<file path="src/rtl/matmul_sequencer.sv">
// ---------------------------------------------------------------------------
// matmul_sequencer
//   Bus master for the memory controller port. On start it computes
//   C = A x B for 4x4 unsigned 8-bit matrices:
//     A rows   : DM1 (region 4'h0), one 32-bit word per row, byte k = A[i][k]
//     B elems  : DM2 (region 4'h1), one byte each, taken from Q[7:0]
//     C rows   : DM3 (region 4'h2), one 32-bit word per row, byte j = C[i][j]
//   Loop order is i (row) outer, j (column), k (inner). A single-cycle done
//   pulse follows the last C write.
//
// Ports
//   clk       in   1   rising-edge clock
//   reset     in   1   synchronous, active-high
//   start     in   1   request to begin, honoured in IDLE only
//   busy      out  1   high from RD_A of row 0 through WR_C of row 3
//   done      out  1   one-cycle pulse after the last C write
//   address   out  16  [15:12] region, [11:0] local offset (12-bit wrap)
//   DATA      out  32  C row during WR_C, otherwise 0
//   write_en  out  1   one cycle per C row
//   Q         in   32  read data, valid RD_LAT cycles after the address
//
// Configuration
//   MATMUL_SATURATE_EN : when defined, a result byte saturates to 8'hFF if
//                        the accumulator exceeds 255; otherwise it is the
//                        truncated low byte. Timing is identical.
// ---------------------------------------------------------------------------
module matmul_sequencer #(
  parameter logic [11:0] A_BASE = 12'h000,
  parameter logic [11:0] B_BASE = 12'h000,
  parameter logic [11:0] C_BASE = 12'h000,
  parameter int unsigned RD_LAT = 1
) (
  input  logic        clk,
  input  logic        reset,
  input  logic        start,
  output logic        busy,
  output logic        done,
  output logic [15:0] address,
  output logic [31:0] DATA,
  output logic        write_en,
  input  logic [31:0] Q
);

  localparam int unsigned WW = (RD_LAT > 1) ? $clog2(RD_LAT) : 1;
  localparam logic [WW-1:0] WAIT_LAST = WW'(RD_LAT - 1);

  localparam logic [2:0] S_IDLE   = 3'd0;
  localparam logic [2:0] S_RD_A   = 3'd1;
  localparam logic [2:0] S_WAIT_A = 3'd2;
  localparam logic [2:0] S_RD_B   = 3'd3;
  localparam logic [2:0] S_WAIT_B = 3'd4;
  localparam logic [2:0] S_WR_C   = 3'd5;
  localparam logic [2:0] S_DONE   = 3'd6;

  logic [2:0]    state;
  logic [1:0]    row_i;
  logic [1:0]    col_j;
  logic [1:0]    inner_k;
  logic [WW-1:0] wait_cnt;
  logic [31:0]   a_row;
  logic [17:0]   acc;
  logic [31:0]   c_row;

  logic [7:0]    a_elem;
  logic [15:0]   prod;
  logic [17:0]   acc_next;
  logic [7:0]    result;
  logic          wait_last;

  always_comb begin
    a_elem    = a_row[{inner_k, 3'b000} +: 8];
    prod      = a_elem * Q[7:0];
    acc_next  = acc + 18'(prod);
    wait_last = (wait_cnt == WAIT_LAST);
`ifdef MATMUL_SATURATE_EN
    result    = (acc_next > 18'd255) ? 8'hFF : acc_next[7:0];
`else
    result    = acc_next[7:0];
`endif
  end

  always_ff @(posedge clk) begin
    if (reset) begin
      state    <= S_IDLE;
      row_i    <= '0;
      col_j    <= '0;
      inner_k  <= '0;
      wait_cnt <= '0;
      a_row    <= '0;
      acc      <= '0;
      c_row    <= '0;
    end else begin
      case (state)
        S_IDLE: begin
          if (start) begin
            state   <= S_RD_A;
            row_i   <= '0;
            col_j   <= '0;
            inner_k <= '0;
            acc     <= '0;
          end
        end
        S_RD_A: begin
          wait_cnt <= '0;
          state    <= S_WAIT_A;
        end
        S_WAIT_A: begin
          if (wait_last) begin
            a_row <= Q;
            state <= S_RD_B;
          end else begin
            wait_cnt <= wait_cnt + WW'(1);
          end
        end
        S_RD_B: begin
          wait_cnt <= '0;
          state    <= S_WAIT_B;
        end
        S_WAIT_B: begin
          if (wait_last) begin
            if (inner_k == 2'd3) begin
              // last product of the dot product goes straight into the byte
              c_row[{col_j, 3'b000} +: 8] <= result;
              acc     <= '0;
              inner_k <= '0;
              col_j   <= col_j + 2'd1;
              state   <= (col_j == 2'd3) ? S_WR_C : S_RD_B;
            end else begin
              acc     <= acc_next;
              inner_k <= inner_k + 2'd1;
              state   <= S_RD_B;
            end
          end else begin
            wait_cnt <= wait_cnt + WW'(1);
          end
        end
        S_WR_C: begin
          if (row_i == 2'd3) begin
            state <= S_DONE;
          end else begin
            row_i <= row_i + 2'd1;
            state <= S_RD_A;
          end
        end
        S_DONE:  state <= S_IDLE;
        default: state <= S_IDLE;
      endcase
    end
  end

  // Outputs decode from state so a reset clears them on the following cycle.
  always_comb begin
    busy     = (state == S_RD_A) || (state == S_WAIT_A) || (state == S_RD_B) ||
               (state == S_WAIT_B) || (state == S_WR_C);
    done     = (state == S_DONE);
    write_en = (state == S_WR_C);
    DATA     = write_en ? c_row : '0;
    case (state)
      S_RD_A, S_WAIT_A: address = {4'h0, A_BASE + {10'b0, row_i}};
      S_RD_B, S_WAIT_B: address = {4'h1, B_BASE + {8'b0, inner_k, col_j}};
      S_WR_C:           address = {4'h2, C_BASE + {10'b0, row_i}};
      default:          address = '0;
    endcase
  end

endmodule

</file>
<file path="config.mk">
export PLATFORM = sky130hd
export DESIGN_NAME = matmul_sequencer
export DESIGN_NICKNAME = d
export VERILOG_FILES = /design/src/rtl/matmul_sequencer.sv
export SDC_FILE = /design/constraint.sdc
export NUM_CORES = 1
export LEC_CHECK = 0
export CELL_PAD_IN_SITES_DETAIL_PLACEMENT = 1
export CELL_PAD_IN_SITES_GLOBAL_PLACEMENT = 2
export CORE_MARGIN = 5
export CORE_UTILIZATION = 28
export CTS_CLUSTER_SIZE = 40
export DETAILED_ROUTE_END_ITERATION = 12
export PLACE_DENSITY_LB_ADDON = 0.1
export SKIP_LAST_GASP = 1
export SLEW_MARGIN = 10
export SYNTH_ARGS = -nofsm -noshare
export SYNTH_HDL_FRONTEND = slang
export SYNTH_SLANG_ARGS = --single-unit
</file>
<file path="constraint.sdc">
create_clock -name clk -period 4.94 [get_ports clk]
set_clock_uncertainty 0.05 [all_clocks]
set_input_delay 0.988 -clock clk [delete_from_list [all_inputs] [get_ports clk]]
set_output_delay 0.988 -clock clk [all_outputs]
set_load 0.02 [all_outputs]
</file>
; Yosys cells after proc, flatten, opt, wreduce, memory -nomap -nowiden
; Cells that the tools add are included.
; Widths: inputs -> output; s select.
[word_totals]
regBits = 92
in_bits = 35
out_inout_bits = 51
wordCells = 76
[op_classes]
n_addsub = 6
n_mul = 1
n_eq_ne = 14
n_shift = 3
mux = 25
bitwise = 1
reduce_logical = 18
[ops]
columns = operator, n
row1 = $mux 18, 3
row2 = $pmux 14 s3, 1
row3 = $pmux 18 s2, 1
row4 = $bwmux 32, 1
row5 = $mux 32, 1
row6 = $shift 8x7->32 const A, 1
row7 = $shiftx 32x6->8, 1
row8 = $shiftx 8x7->32, 1
row9 = $add 18x16->18, 1
row10 = $mux 3, 6
row11 = $pmux 3 s6, 1
row12 = $mul 8x8->16, 1
row13 = $mux 2, 6
row14 = $pmux 2 s2, 3
row15 = $reduce_and 3->1, 4
row16 = $ne 2x2->1 const B, 5
row17 = $eq 3x3->1 const B, 3
row18 = $reduce_or 2->1, 4
row19 = $neg 5->7, 1
row20 = $add 2x1->2 const B, 3
row21 = $eq 2x2->1 const B, 3
row22 = $eq 3x2->1 const B, 2
row23 = $reduce_bool 2->1, 3
row24 = $logic_or 1x1->1, 4
row25 = other kinds (8), 8

; Logic depth before layout (Yosys ltp)
[depth]
word_depth = 6
mapped_depth = 20
depth_no_buf = 19

; Worst setup path after synthesis
; OpenSTA, ideal clock, no wires.
[synth_timing]
kind = flip-flop to flip-flop
startpoint = register inner_k[0]
endpoint = register c_row[15]
t_arrival_ps = 4649
t_required_ps = 4762
slack_ps = 113
path_stages_with_launch = 19
n_path_buf = 1
period_less_slack_ps = 4827
cell_sequence = dfxtp_1 > buf_6 > mux4_1 > and2_1 > fa_1 > inv_1 > fa_1 > inv_1 > ha_1 > inv_1 > fa_1 > inv_1 > ha_1 > a21o_1 > a21oi_1 > xnor2_2 > xnor3_2 > a22oi_1 > nor2_1
[synth_via]
elab_chain_len = 5
elab_cells_between_ends = 7
classes_between = add/sub (1) / mul (1) / eq/ne (1) / shift (2) / mux (1) / reduce/logical (1)
[synth_rtl]
columns = item, line_no
row1 = "start, declared", 58  ; logic [1:0] inner_k;
row2 = "start signal, assigned", 130  ; inner_k <= inner_k + 2'd1;
row3 = $shiftx 32x6->8, 71  ; a_elem = a_row[{inner_k, 3'b000} +: 8];
row4 = $mul 8x8->16, 72  ; prod = a_elem * Q[7:0];
row5 = $add 18x16->18, 73  ; acc_next = acc + 18'(prod);
row6 = $shiftx 8x7->32, 123  ; c_row[{col_j, 3'b000} +: 8] <= result;
row7 = $bwmux 32, 123
row8 = "end signal, assigned by index", 123
row9 = "end, declared", 62  ; logic [31:0] c_row;
; Several ways; a longest one is shown, not always the timed one.
; A chain may end at the register's enable or synchronous reset.

; Final worst setup path
[layout_timing]
startpoint = register inner_k[0]
endpoint = register acc[7]
[layout_via]
elab_chain_len = 6
elab_cells_between_ends = 7
classes_between = add/sub (1) / mul (1) / eq/ne (1) / shift (1) / mux (3)
[layout_rtl]
columns = item, line_no
row1 = $shiftx 32x6->8, 71
row2 = $mul 8x8->16, 72
row3 = $add 18x16->18, 73
row4 = $mux 18 (*), 121  ; if (inner_k == 2'd3) begin
row5 = $mux 18 (*), 120  ; if (wait_last) begin
row6 = $pmux 18 s2 (*), 93  ; case (state)
row7 = "end signal, assigned", 129  ; acc <= acc_next;
row8 = "end, declared", 61  ; logic [17:0] acc;
; Mark *: on every way between the ends. The rest lies on a longest branch, timed or not. The select of a mux whose other input is x is not followed.

==> impl_metrics.prom <==
# TYPE chip_impl_metric gauge
chip_impl_info{name="run_status",value="completed"} 1
chip_impl_metric{name="num_antenna_cells",unit=""} 0
chip_impl_info{name="cts_tree",value="done"} 1
chip_impl_metric{name="post_synth_inst_count",unit=""} 540
chip_impl_metric{name="grt_pass1_wl",unit="um"} 22300
chip_impl_metric{name="cts_htree_levels",unit=""} 3
chip_impl_metric{name="final.period_utilization",unit="%"} 95.8
chip_impl_metric{name="synth_area",unit="um^2"} 4640
chip_impl_metric{name="worst_slew_pin_slew",unit="ps"} 990
chip_impl_info{name="yosys.area.top_type",value="sky130_fd_sc_hd__dfxtp_1"} 1
chip_impl_metric{name="routed_wire_length_per_instance",unit="um"} 15.7
chip_impl_metric{name="clk_pin_slew_worst_paths",unit="ps"} 60
chip_impl_metric{name="clock_insertion_delay_worst_skew",unit="ps"} 350
chip_impl_metric{name="drt_iter0_drc",unit=""} 147
chip_impl_metric{name="worst_slew_margin_rel",unit="%"} 34.0
chip_impl_metric{name="arrival",unit="ps"} 4910
chip_impl_metric{name="total_power_density_per_cell_area",unit="nW/um^2"} 249
chip_impl_info{name="end_kind",value="flop"} 1
chip_impl_info{name="unrepaired_setup_endpoints_after_global_routing",value="no"} 1
chip_impl_metric{name="die_height",unit="um"} 139
chip_impl_metric{name="proportion_of_power_drawn_by_combinational_gates",unit="%"} 12.3
chip_impl_metric{name="die-width",unit="um"} 139
chip_impl_metric{name="grt_max_degree",unit=""} 53
chip_impl_info{name="critical_path.startpoint_type",value="flop"} 1
chip_impl_metric{name="ir_worst_vdd",unit="mV"} 0.173
chip_impl_metric{name="worstPathMaxFanout",unit=""} 5
chip_impl_metric{name="track_usage",unit="%"} 14.3
chip_impl_metric{name="layout.nets",unit=""} 697
chip_impl_metric{name="netSwitchingPower",unit="mW"} 0.401
chip_impl_metric{name="slew_viol_final",unit=""} 0
chip_impl_metric{name="finalWirelength",unit="um"} 13300
chip_impl_metric{name="static-leakage-power",unit="nW"} 2.37
chip_impl_metric{name="antenna_violating_nets_post_route",unit=""} 0
chip_impl_metric{name="area_growth",unit="%"} 29.1
chip_impl_metric{name="via_count",unit=""} 3930
chip_impl_metric{name="synth-seq-area-share",unit="%"} 35.0
chip_impl_metric{name="syn-mean-instance-area",unit="um^2"} 8.58
chip_impl_info{name="worstSetupPathType",value="reg -> reg"} 1
chip_impl_metric{name="ys_seq_elements",unit=""} 81
chip_impl_metric{name="fillers",unit=""} 1931
chip_impl_metric{name="cellInternalPower",unit="mW"} 1.09
chip_impl_metric{name="placement.io_buffers",unit=""} 75
chip_impl_metric{name="total_power",unit="mW"} 1.49
chip_impl_metric{name="power.share.switching",unit="%"} 26.9
chip_impl_metric{name="drive_gt1_share",unit="%"} 11.0
chip_impl_metric{name="layout.area.seq",unit="um^2"} 1630
chip_impl_metric{name="synth_cell_types",unit=""} 41
chip_impl_metric{name="multi_input_combinational_cell_area",unit="um^2"} 2710
chip_impl_metric{name="cts-root-to-sink-buffers",unit=""} 2
chip_impl_metric{name="count_of_warnings_emitted_by_yosys",unit=""} 0
chip_impl_info{name="clockRootBuffer",value="sky130_fd_sc_hd__clkbuf_16"} 1
chip_impl_metric{name="fmaxAchievable",unit="GHz"} 0.211
chip_impl_metric{name="avgViaCountPerCell",unit=""} 4.65
chip_impl_metric{name="drt_pass1_iterations",unit=""} 4
chip_impl_metric{name="std_cell_rows",unit=""} 47
chip_impl_metric{name="max_cap_viol_count",unit=""} 0
chip_impl_metric{name="dp_hpwl",unit="um"} 10300
chip_impl_metric{name="synthDominantCellAreaShare",unit="%"} 35.0
chip_impl_info{name="ys_top_cells_by_area",value="sky130_fd_sc_hd__dfxtp_1 (35%), sky130_fd_sc_hd__fa_1 (7.8%), sky130_fd_sc_hd__nand2_1 (7.6%), sky130_fd_sc_hd__a22oi_1 (6.5%), sky130_fd_sc_hd__ha_1 (6.5%)"} 1
chip_impl_metric{name="period_minus_slack",unit="ps"} 4730
chip_impl_metric{name="final_core_utilization",unit="%"} 36.5
chip_impl_metric{name="hold_viol_final",unit=""} 0
chip_impl_metric{name="start_util",unit="%"} 28.3
chip_impl_metric{name="clock_power_share",unit="%"} 42.2
chip_impl_metric{name="ios",unit=""} 86
chip_impl_metric{name="report.final.setup_viol",unit=""} 0
chip_impl_metric{name="worstPathRequired",unit="ps"} 5120
chip_impl_info{name="hold_class",value="reg -> reg"} 1
chip_impl_metric{name="share_seq_of_total_power",unit="%"} 45.5
chip_impl_metric{name="gp_congestion",unit=""} 0.815
chip_impl_metric{name="cts_sinks",unit=""} 81
chip_impl_metric{name="remaining_drc_errors",unit=""} 0
chip_impl_metric{name="grt_pass1_vias",unit=""} 4185
chip_impl_metric{name="grt_antenna_before_repair",unit=""} 0
chip_impl_metric{name="clock_buffers_created_by_tritoncts",unit=""} 9
chip_impl_metric{name="gr-total-overflow",unit=""} 0
chip_impl_metric{name="total_core_area",unit="um^2"} 16400
chip_impl_metric{name="cts_hold_repair.buffers",unit=""} 0
chip_impl_metric{name="die-area",unit="um^2"} 19200
repair_timing:
action                     CTS  global route
resized for setup            4            15
pin swaps                    1             3
buffers inserted             0             2
setup endpoints to repair    5            14
stage by stage:
| stage | cells | instance area [um^2] | setup slack [ps] | setup TNS [ps] | hold WS [ps] |
|---|---|---|---|---|---|
| 6_report | 845 | 5980 | 209 | 0 | 406 |
| 2_1_floorplan | 549 | 4670 | 113 | 0 | 382 |
| 4_1_cts | 843 | 5920 | 16.7 | 0 | 408 |
| 5_1_grt | 845 | 5980 | 3.76 | 0 | 431 |
| 3_5_place_dp | 827 | 5650 | -465 | -4440 | 400 |
| 3_3_place_gp | 827 | 5650 | -356 | -3190 | 390 |
state kept, by name, indices dropped and copies added, names as in the netlist:
name / flops
a_row: 32
acc: 8
c_row: 32
col_j: 2
inner_k: 2
row_i: 2
state: 3
critical path, stage by stage, from the launching register on:
cell and delay, ps:
sky130_fd_sc_hd__dfxtp_4 390, sky130_fd_sc_hd__mux4_2 550, sky130_fd_sc_hd__and2_1 210, sky130_fd_sc_hd__fa_1 510, sky130_fd_sc_hd__inv_1 50, sky130_fd_sc_hd__fa_1 490, sky130_fd_sc_hd__inv_1 40, sky130_fd_sc_hd__ha_1 260
sky130_fd_sc_hd__inv_1 50, sky130_fd_sc_hd__fa_1 520, sky130_fd_sc_hd__inv_1 40, sky130_fd_sc_hd__ha_1 290, sky130_fd_sc_hd__a21o_1 170, sky130_fd_sc_hd__a21oi_2 180, sky130_fd_sc_hd__xnor2_2 140, sky130_fd_sc_hd__xnor3_2 410
sky130_fd_sc_hd__a22oi_1 190, sky130_fd_sc_hd__nor2_1 60
worst paths after layout:
path / slack [ps] / startpoint / endpoint / depth (start not counted)
worst min-delay path: 410 / a_row[9] / a_row[9] / 2
worst max register to register: 210 / inner_k[0] / acc[7] / 17
worst min register to register: 410 / a_row[9] / a_row[9] / 2
worst max-delay path: 210 / inner_k[0] / acc[7] / 17
layout by cell type (no fill, tap or decap), types with 22 or more instances in the layout:
| cell | count |
|---|---|
| sky130_fd_sc_hd__a22oi_1 | 39 |
| sky130_fd_sc_hd__nor2_1 | 50 |
| sky130_fd_sc_hd__a21oi_1 | 42 |
| sky130_fd_sc_hd__nand2_1 | 93 |
| sky130_fd_sc_hd__dfxtp_1 | 79 |
| sky130_fd_sc_hd__ha_1 | 23 |
| sky130_fd_sc_hd__buf_4 | 22 |
| sky130_fd_sc_hd__inv_1 | 43 |
| sky130_fd_sc_hd__clkdlybuf4s50_1 | 69 |
| sky130_fd_sc_hd__and2_1 | 43 |
power by group through the flow:
stage,registers [mW],logic (mW),clock network [mW]
finish,0.677,0.183,0.628
global route,0.679,0.207,0.672
CTS,0.678,0.185,0.648
detailed placement,0.693,0.183,0
global placement,0.692,0.179,0
floorplan,0.685,0.114,0
synthesized netlist by cell type:
master and number:
sky130_fd_sc_hd__nand2_1 94, sky130_fd_sc_hd__dfxtp_1 81, sky130_fd_sc_hd__nor2_1 50, sky130_fd_sc_hd__and2_1 44, sky130_fd_sc_hd__a21oi_1 43, sky130_fd_sc_hd__inv_1 43
sky130_fd_sc_hd__a22oi_1 40, sky130_fd_sc_hd__ha_1 24, sky130_fd_sc_hd__clkbuf_1 20, sky130_fd_sc_hd__fa_1 18, sky130_fd_sc_hd__xnor2_1 13, sky130_fd_sc_hd__buf_4 12
sky130_fd_sc_hd__nand2_2 6, sky130_fd_sc_hd__and3_1 4, sky130_fd_sc_hd__mux4_1 4, sky130_fd_sc_hd__mux4_2 4, sky130_fd_sc_hd__buf_2 3, sky130_fd_sc_hd__nand3_1 3
sky130_fd_sc_hd__nor4b_2 3, sky130_fd_sc_hd__o21ai_0 3, sky130_fd_sc_hd__a21o_1 2, sky130_fd_sc_hd__and2_2 2, sky130_fd_sc_hd__buf_1 2, sky130_fd_sc_hd__nand3b_1 2
sky130_fd_sc_hd__nor3_1 2, sky130_fd_sc_hd__o211ai_1 2, sky130_fd_sc_hd__xor2_1 2, sky130_fd_sc_hd__a221o_1 1, sky130_fd_sc_hd__a22o_1 1, sky130_fd_sc_hd__a31oi_1 1
sky130_fd_sc_hd__a32oi_1 1, sky130_fd_sc_hd__buf_6 1, sky130_fd_sc_hd__conb_1 1, sky130_fd_sc_hd__mux2i_1 1, sky130_fd_sc_hd__nand2b_1 1, sky130_fd_sc_hd__nor4_2 1
sky130_fd_sc_hd__o21ai_2 1, sky130_fd_sc_hd__o22ai_1 1, sky130_fd_sc_hd__or3_1 1, sky130_fd_sc_hd__xnor2_2 1, sky130_fd_sc_hd__xnor3_2 1
kinds of logic (layout without fill, tap and decap cells):
family	Yosys count	in the layout	share of synthesized area, %
AO/OA/AOI/OAI	96	96	13.1
XOR/XNOR	17	17	3.70
adder cells (fa/ha/maj)	42	42	14.3
buffers and inverters	81	157	7.77
flip-flops	81	81	35.0
multiplexers	9	9	4.43
other	1	10	0.0809
AND/OR/NAND/NOR	213	213	21.6
layer usage:
layer / vias up / track usage [%] / part of all wire (%)
li1: 1921 / - / -
met5: - / 0 / 0
met4: 0 / 3.24 / 1.0
met2: 64 / 23.9 / 48
met1: 1934 / 18.7 / 47
met3: 11 / 3.55 / 3.5
final cells by class:
class                           count  share of cell area (%)
Inverter                           43                    2.70
Clock inverter                      5                   0.648
Timing Repair Buffer               98                    15.7
Sequential cell                    81                    27.2
Tap cell                          220                    4.60
Multi-Input combinational cell    387                    45.3
Clock buffer                       11                    3.89
No activity file was read; power rests on OpenSTA's default activity.
